$ cat src/rtl/tpm_response_serializer.sv
// Serializes a TPM command result into a big-endian response stream:
// tag(2) | responseSize(4) | responseCode(4) | parameters(N), over a valid/ready byte handshake.
module tpm_response_serializer #(
    parameter int          MAX_PAYLOAD = 64,
    parameter logic [15:0] TAG_NO_SESS = 16'h8001
) (
    input  logic        clock,
    input  logic        reset_n,
    input  logic        rsp_start,
    input  logic [31:0] tpm_rc,
    input  logic [7:0]  payload_len,
    output logic [7:0]  payload_addr,
    input  logic [7:0]  payload_data,
    output logic [7:0]  tx_data,
    output logic        tx_valid,
    input  logic        tx_ready,
    output logic        tx_last,
    output logic        busy,
    output logic        rsp_done,
    output logic        rsp_overrun
);

    typedef enum logic [1:0] {
        IDLE,
        HDR,
        PAY,
        DONE
    } stateType;

    localparam logic [7:0] maxLen = 8'(MAX_PAYLOAD);
    localparam logic [31:0] rcSize = 32'h0000_0095;

    stateType    state;
    stateType    nextState;
    logic [3:0]  hdrIdx;
    logic [31:0] rcReg;
    logic [7:0]  lenReg;
    logic [31:0] sizeReg;
    logic [7:0]  addrReg;
    logic        overrunReg;

    logic [31:0] startRc;
    logic [7:0]  startLen;
    logic        accept;
    logic        hdrLast;
    logic        payLast;

    assign accept  = tx_valid & tx_ready;
    assign hdrLast = (hdrIdx == 4'd9);
    assign payLast = (addrReg == lenReg - 8'd1);

    // Error responses carry no parameters; an oversize success turns into TPM_RC_SIZE.
    always_comb begin
        startRc  = tpm_rc;
        startLen = payload_len;
        if (tpm_rc != 32'd0) begin
            startLen = 8'd0;
        end else if (payload_len > maxLen) begin
            startRc  = rcSize;
            startLen = 8'd0;
        end
    end

    always_comb begin
        // NOTE: every always_comb output gets a default first so no path leaves it unassigned (no latch).
        nextState = state;
        unique case (state)
            IDLE: if (rsp_start) nextState = HDR;
            HDR:  if (accept && hdrLast) nextState = (lenReg == 8'd0) ? DONE : PAY;
            PAY:  if (accept && payLast) nextState = DONE;
            DONE: nextState = IDLE;
            default: nextState = IDLE;
        endcase
    end

    always_ff @(posedge clock or negedge reset_n) begin
        if (!reset_n) begin
            state <= IDLE;
        end else begin
            // NOTE: sequential state is updated with non-blocking assignments so every flop samples pre-edge values.
            state <= nextState;
        end
    end

    always_ff @(posedge clock or negedge reset_n) begin
        if (!reset_n) begin
            hdrIdx     <= 4'd0;
            rcReg      <= 32'd0;
            lenReg     <= 8'd0;
            sizeReg    <= 32'd0;
            addrReg    <= 8'd0;
            overrunReg <= 1'b0;
        end else begin
            overrunReg <= rsp_start && (state != IDLE);
            unique case (state)
                IDLE: begin
                    if (rsp_start) begin
                        rcReg   <= startRc;
                        lenReg  <= startLen;
                        sizeReg <= 32'd10 + {24'd0, startLen};
                        hdrIdx  <= 4'd0;
                        addrReg <= 8'd0;
                    end
                end
                HDR: begin
                    if (accept) begin
                        hdrIdx <= hdrLast ? 4'd0 : hdrIdx + 4'd1;
                    end
                end
                PAY: begin
                    // Address returns to 0 after the final byte so the next header starts clean.
                    if (accept) begin
                        addrReg <= payLast ? 8'd0 : addrReg + 8'd1;
                    end
                end
                default: ;
            endcase
        end
    end

    always_comb begin
        tx_data = 8'h00;
        unique case (state)
            HDR: begin
                unique case (hdrIdx)
                    4'd0:    tx_data = TAG_NO_SESS[15:8];
                    4'd1:    tx_data = TAG_NO_SESS[7:0];
                    4'd2:    tx_data = sizeReg[31:24];
                    4'd3:    tx_data = sizeReg[23:16];
                    4'd4:    tx_data = sizeReg[15:8];
                    4'd5:    tx_data = sizeReg[7:0];
                    4'd6:    tx_data = rcReg[31:24];
                    4'd7:    tx_data = rcReg[23:16];
                    4'd8:    tx_data = rcReg[15:8];
                    4'd9:    tx_data = rcReg[7:0];
                    default: tx_data = 8'h00;
                endcase
            end
            PAY:     tx_data = payload_data;
            default: tx_data = 8'h00;
        endcase
    end

    assign tx_valid     = (state == HDR) || (state == PAY);
    assign busy         = tx_valid;
    assign rsp_done     = (state == DONE);
    assign rsp_overrun  = overrunReg;
    assign payload_addr = addrReg;
    assign tx_last      = ((state == HDR) && hdrLast && (lenReg == 8'd0)) ||
                          ((state == PAY) && payLast);

endmodule
$ cat config.mk
export PLATFORM = sky130hd
export DESIGN_NAME = tpm_response_serializer
export DESIGN_NICKNAME = d
export VERILOG_FILES = /design/src/rtl/tpm_response_serializer.sv
export SDC_FILE = /design/constraint.sdc
export NUM_CORES = 1
export LEC_CHECK = 0
export ABC_AREA = 1
export ABC_CLOCK_PERIOD_IN_PS = 2650
export BUFFER_PORTS_ARGS = -buffer_cell sky130_fd_sc_hd__buf_2
export CORE_AREA = 2 2 89 91
export CTS_CLUSTER_SIZE = 25
export DETAILED_ROUTE_END_ITERATION = 6
export DIE_AREA = 0 0 91 93
export PLACE_DENSITY = 0.78
export SYNTH_ARGS = -nofsm -noshare
export SYNTH_HDL_FRONTEND = slang
export SYNTH_SLANG_ARGS = --single-unit
$ cat constraint.sdc
create_clock -name clock -period 2.65 [get_ports clock]
set_input_delay 0.1325 -clock clock [delete_from_list [all_inputs] [get_ports clock]]
set_output_delay 0.1325 -clock clock [all_outputs]
set_load 0.01 [all_outputs]
Word-level counts from Yosys, hierarchy flattened --
Cells that the tools add are included.
Word-level totals: flip-flop bits (word level) 87, latch bits 0, bits in writable memories 0, bits in read-only memories 0, bits of input ports 52, logic and storage cells 69, memories kept 0
Operators by class: add/sub/neg operators 4, multiply operators 0, divide/modulo/power cells 0, order comparisons 1, equal/unequal tests 18, shift operators 0, mux-type cells 19, bitwise logic cells 1, reductions and logical operators 19
Operator list (number):
- one-hot mux 8 bit (10 select lines) | 1
- 2-to-1 mux 32 bit | 2
- 2-to-1 mux 8 bit | 5
- one-hot mux 8 bit (2 select lines) | 2
- nonzero test 32 bit | 1
- == test 4 x 3 -> 1 bit (second input constant) | 4
- 2-to-1 mux 4 bit | 3
- inequality test 2 bit (second input constant) | 5
- adder 4 x 8 -> 9 bit (first input constant) | 1
- AND reduction 3 bit | 3
- adder 8 x 1 -> 8 bit (second input constant) | 1
- == test 4 x 2 -> 1 bit (second input constant) | 2
- == test 4 bit (second input constant) | 2
- == test 8 bit | 1
- > comparator 8 x 7 -> 1 bit (second input constant) | 1
- zero test 8 bit | 1
- one-hot mux 2 bit (4 select lines) | 1
- one-hot mux 4 bit (2 select lines) | 1
- subtractor 8 x 1 -> 8 bit (second input constant) | 1
- logical AND 1 bit | 6
- 2-to-1 mux 2 bit | 3
- nonzero test 2 bit | 3
- adder 4 x 1 -> 4 bit (second input constant) | 1
- == test 2 bit (second input constant) | 2
- other kinds (8) | 9

Logic depth before layout (Yosys ltp) --
depth in word-level cells 6, depth in mapped cells 15

Least setup slack after synthesis --
OpenSTA, ideal clock, no wires.
path kind register to register, start register state[0], end register addrReg[2] (netlist: payload_addr[2]), setup time 0.123 ns, arrival time 1.595 ns, required time 2.527 ns, slack 0.933 ns, stages on the path, launching flop included 10, buffers on the path 0, clock period less this slack 1.717 ns, path through dfrtp_1 > inv_1 > ha_1 > nand2_1 > nand2_1 > nand2_1 > clkinv_1 > nand2_1 > xor2_1 > a21oi_1
Between the ends: cells in the longest elaborated chain, start to end 5, elaborated cells on any way between the ends 10, classes of those cells 4 x eq/ne; 1 x mux; 1 x bitwise; 4 x reduce/logical
RTL lines:
- start: declaration | line 33 | stateType state;
- start signal: assignment | line 81 | state <= nextState;
- == test 2 x 1 -> 1 bit / == test 2 bit (equally long branches) | line 144 | assign tx_valid = (state == HDR) || (state == PAY);
- logical OR 1 bit * | line 144
- named net busy | line 18 | output logic busy,
- AND 1 bit * | line 48 | assign accept = tx_valid & tx_ready;
- inequality test 2 bit (no line) *
- AND reduction 3 bit (no line) *
- end signal: assignment | line 113 | addrReg <= payLast ? 8'd0 : addrReg + 8'd1;
- end: declaration | line 39 | logic [7:0] addrReg;
Mark *: on every way through the listed nets, which the timed path passes. The rest lies on a longest branch. A chain may end at the register's enable or synchronous reset.

Worst setup path after layout --
start register lenReg[0], end output tx_last
Between the ends: cells in the longest elaborated chain, start to end 4, elaborated cells on any way between the ends 6, classes of those cells 1 x add/sub; 1 x eq/ne; 4 x reduce/logical
RTL lines:
- start: declaration | line 37 | logic [7:0] lenReg;
- start signal: assignment | line 99 | lenReg <= startLen;
- subtractor 8 x 1 -> 8 bit | line 50 | assign payLast = (addrReg == lenReg - 8'd1);
- == test 8 bit | line 50
- logical AND 1 bit | line 150 | ((state == PAY) && payLast);
- logical OR 1 bit * | line 149 | assign tx_last = ((state == HDR) && hdrLast && (lenReg == 8'd0)) ||
- end: declaration | line 17 | output logic tx_last,
Every way passes the cells marked *; elsewhere a longest branch is shown, timed or not.

==> reports/qor.yml <==
logic_synthesis:
  synth-edff-count: 0
  ys_ff_latch: 63
  synth_fp_nets: 579
  synth-main-ff-cell: "dfrtp_1"
  synthDistinctLibCells: 34
  yosys.area.top_type: "dfrtp_1"
  syn-instance-count: 519
  yosys-top-cells-count: "208 x nand2_1, 63 x dfrtp_1, 48 x nor2_1, 38 x inv_1, 31 x nand3_1"
  ys_warn_count: 0
  syn_area_mm2: 0.00369
  synth_top_area_frac: 0.428
  seq_area_frac_synth: 0.428
  synthTopCellsByArea: "dfrtp_1 43%, nand2_1 21%, nor2_1 4.9%"
  avgSynthCellArea_um2: 7.10
  async_flop_share: 1.00
  yosysMostFrequentCell: "nand2_1"
worst_setup_path:
  max_stage_delay_ns: 0.43
  r2r_slack_ns: 0.56
  cp_max_fo: 5
  slowest_stage: "dfrtp_1"
  r2r_start: "state[0]$_DFFE_PN0P_"
  endpoint_kind: "primary output"
  startpoint_type: "flop"
  cp.arrival_ns: 2.15
  r2r_end: "payload_addr[2]$_DFFE_PN0P_"
  rr_worst_depth: 8
  cp_cell_sequence: "inv_1 > ha_1 > xnor2_1 > nor2_1 > o21ai_1 > nor2_4 > nand3_4 > o21ai_0 > buf_2"
  crit_required_ns: 2.52
  path_class: "reg -> out"
global_routing:
  antenna_found_initial: 0
  grt_pass1_vias: 3609
  grt.total_usage: 0.243
  grt_overflow_total: 0
  grt_max_degree: 45
  grt_pass1_wl_um: 16400
timing:
  min_period_ns: 2.29
  finalHoldViolCount: 0
  whs_ns: 0.00837
  fin_crit_sh: 0.863
  fmax_mhz: 437
  relSlewSlack: 0.637
  tns_ns: 0
  rsz0062_at_grt: "no"
  setup_viol: 0
  fin_skew_ns: 0.00549
  drv_slew: 0
  tightestPinTransition_ns: 0.544
floorplanning:
  core.rowCount: 32
  coreArea_mm2: 0.00753
  start_util: 0.490
  fp.dieW_um: 91
  die_h_um: 93
  dieArea_mm2: 0.00846
  io_pins: 73
finish:
  diodes: 0
  layout.nets: 667
  fill_cells: 701
  syn_to_final_growth_pct: 22.6
  post-route-util: 0.601
  drive_gt1_frac: 0.195
  final_cells: 713
hold_path:
  min_to: "rcReg[23]$_DFFE_PN0P_"
  min_path_type: "in -> reg"
  hold_start: "tpm_rc[23]"
  hold_depth: 3
placed_design:
  io_buffers: 72
  dpl.cell_count: 683
  gp_congestion: 0.915
  dpl.hpwl_um: 7100
clock_tree:
  numCtsBuffers: 9
  ctsHoldBuffers: 15
  cts_tree: "yes"
  clk_pin_slew_worst_paths_ns: 0.07
  post_cts_buffers: 0
  cts_sinks: 63
  cts_max_level: 3
  cts_root_buf: "clkbuf_8"
  insertion_delay_ns: 0.35
  cts_buffer_depth: 2
  cts_resized: 0
power:
  p_total_uw: 3740
  powerDensity_mw_per_mm2: 827
  peakVddDrop_mv: 0.518
  p_leak_uw: 0.00238
detailed_routing:
  routed_wl_um: 9740
  viasPerCell: 5.17
  drc_errors: 0
  drtIter0Drc: 223
  route.vias.total: 3683
  drtPass1Iterations: 5
  avgRoutedWirePerCell_um: 13.7
  ant_nets: 0
job:
  drv_cap: 0
status:
  status: "completed"
worst max-delay path, delay by kind of cell, from the launching register on:
kind,cells,cell delay (ns)
AO/OA/AOI/OAI,2,0.33
XOR/XNOR,1,0.12
adder cells (fa/ha/maj),1,0.32
AND/OR/NAND/NOR,3,0.32
flip-flops,1,0.43
buffers and inverters,2,0.29
cells by family (layout without fill, tap and decap cells):
kind of cell | count (synthesis) | after routing | share of synthesized area
buf+inv | 60 | 152 | 0.0642
compound gates | 59 | 59 | 0.0845
flops | 63 | 63 | 0.428
fa+ha+maj | 8 | 8 | 0.0272
xor+xnor | 13 | 13 | 0.0309
simple gates | 316 | 316 | 0.366
worst max-delay path by stage:
stage / slack, ns / start / endpoint
floorplan: 0.93 / state[0]$_DFFE_PN0P_ / payload_addr[2]$_DFFE_PN0P_
CTS: 0.34 / lenReg[0]$_DFFE_PN0P_ / tx_last
global placement: 0.74 / state[0]$_DFFE_PN0P_ / payload_addr[6]$_DFFE_PN0P_
detailed placement: 0.61 / state[0]$_DFFE_PN0P_ / payload_addr[6]$_DFFE_PN0P_
global route: 0.25 / lenReg[0]$_DFFE_PN0P_ / tx_last
finish: 0.36 / lenReg[0]$_DFFE_PN0P_ / tx_last
metal layers:
layer  global-route usage  vias up  routed length, µm
met3               0.0483       29                684
met4               0.0972        0                250
met1                0.309     1673               4230
met5                    0        -                  0
li1                     -     1803                  -
met2                0.410      178               4570
cell type report:
type                    count  area, µm²  share of cell area
clock buffers              12        165              0.0365
clock inverters             3       65.1              0.0144
inverters                  46        173              0.0382
multi-input cells         396       1870               0.414
flip-flops and latches     63       1580               0.349
well taps                 102        128              0.0282
repair buffers             91        541               0.120
layout by cell type (no fill, tap or decap), types with 5 or more instances in the layout:
cell and count:
nand2_1 208, buf_2 72, dfrtp_1 63, nor2_1 48, inv_1 38, nand3_1 31, o21ai_0 25, a21oi_1 22
dlygate4sd3_1 15, clkbuf_8 12, xnor2_1 9, ha_1 8, inv_2 7, nor2_2 6, nand4_1 5, o21ai_1 5
per-stage QoR:
step | setup slack (ns) | instance area [µm²]
after floorplan | 0.933 | 3690
after global placement | 0.743 | 4140
after detailed placement | 0.607 | 4140
after CTS | 0.345 | 4520
after global routing | 0.251 | 4520
final | 0.364 | 4520
report_power, final:
group | switching (µW) | internal (µW) | leakage (µW)
Clock | 380 | 600 | 0.000118
Combinational | 876 | 441 | 0.00145
Sequential | 194 | 1250 | 0.000810
registers in the layout, summed over array words and instances (netlist names):
register	count
hdrIdx	4
state	2
payload_addr	8
lenReg	8
rsp_overrun	1
rcReg	32
sizeReg	8
No activity file was read; power rests on OpenSTA's default activity.
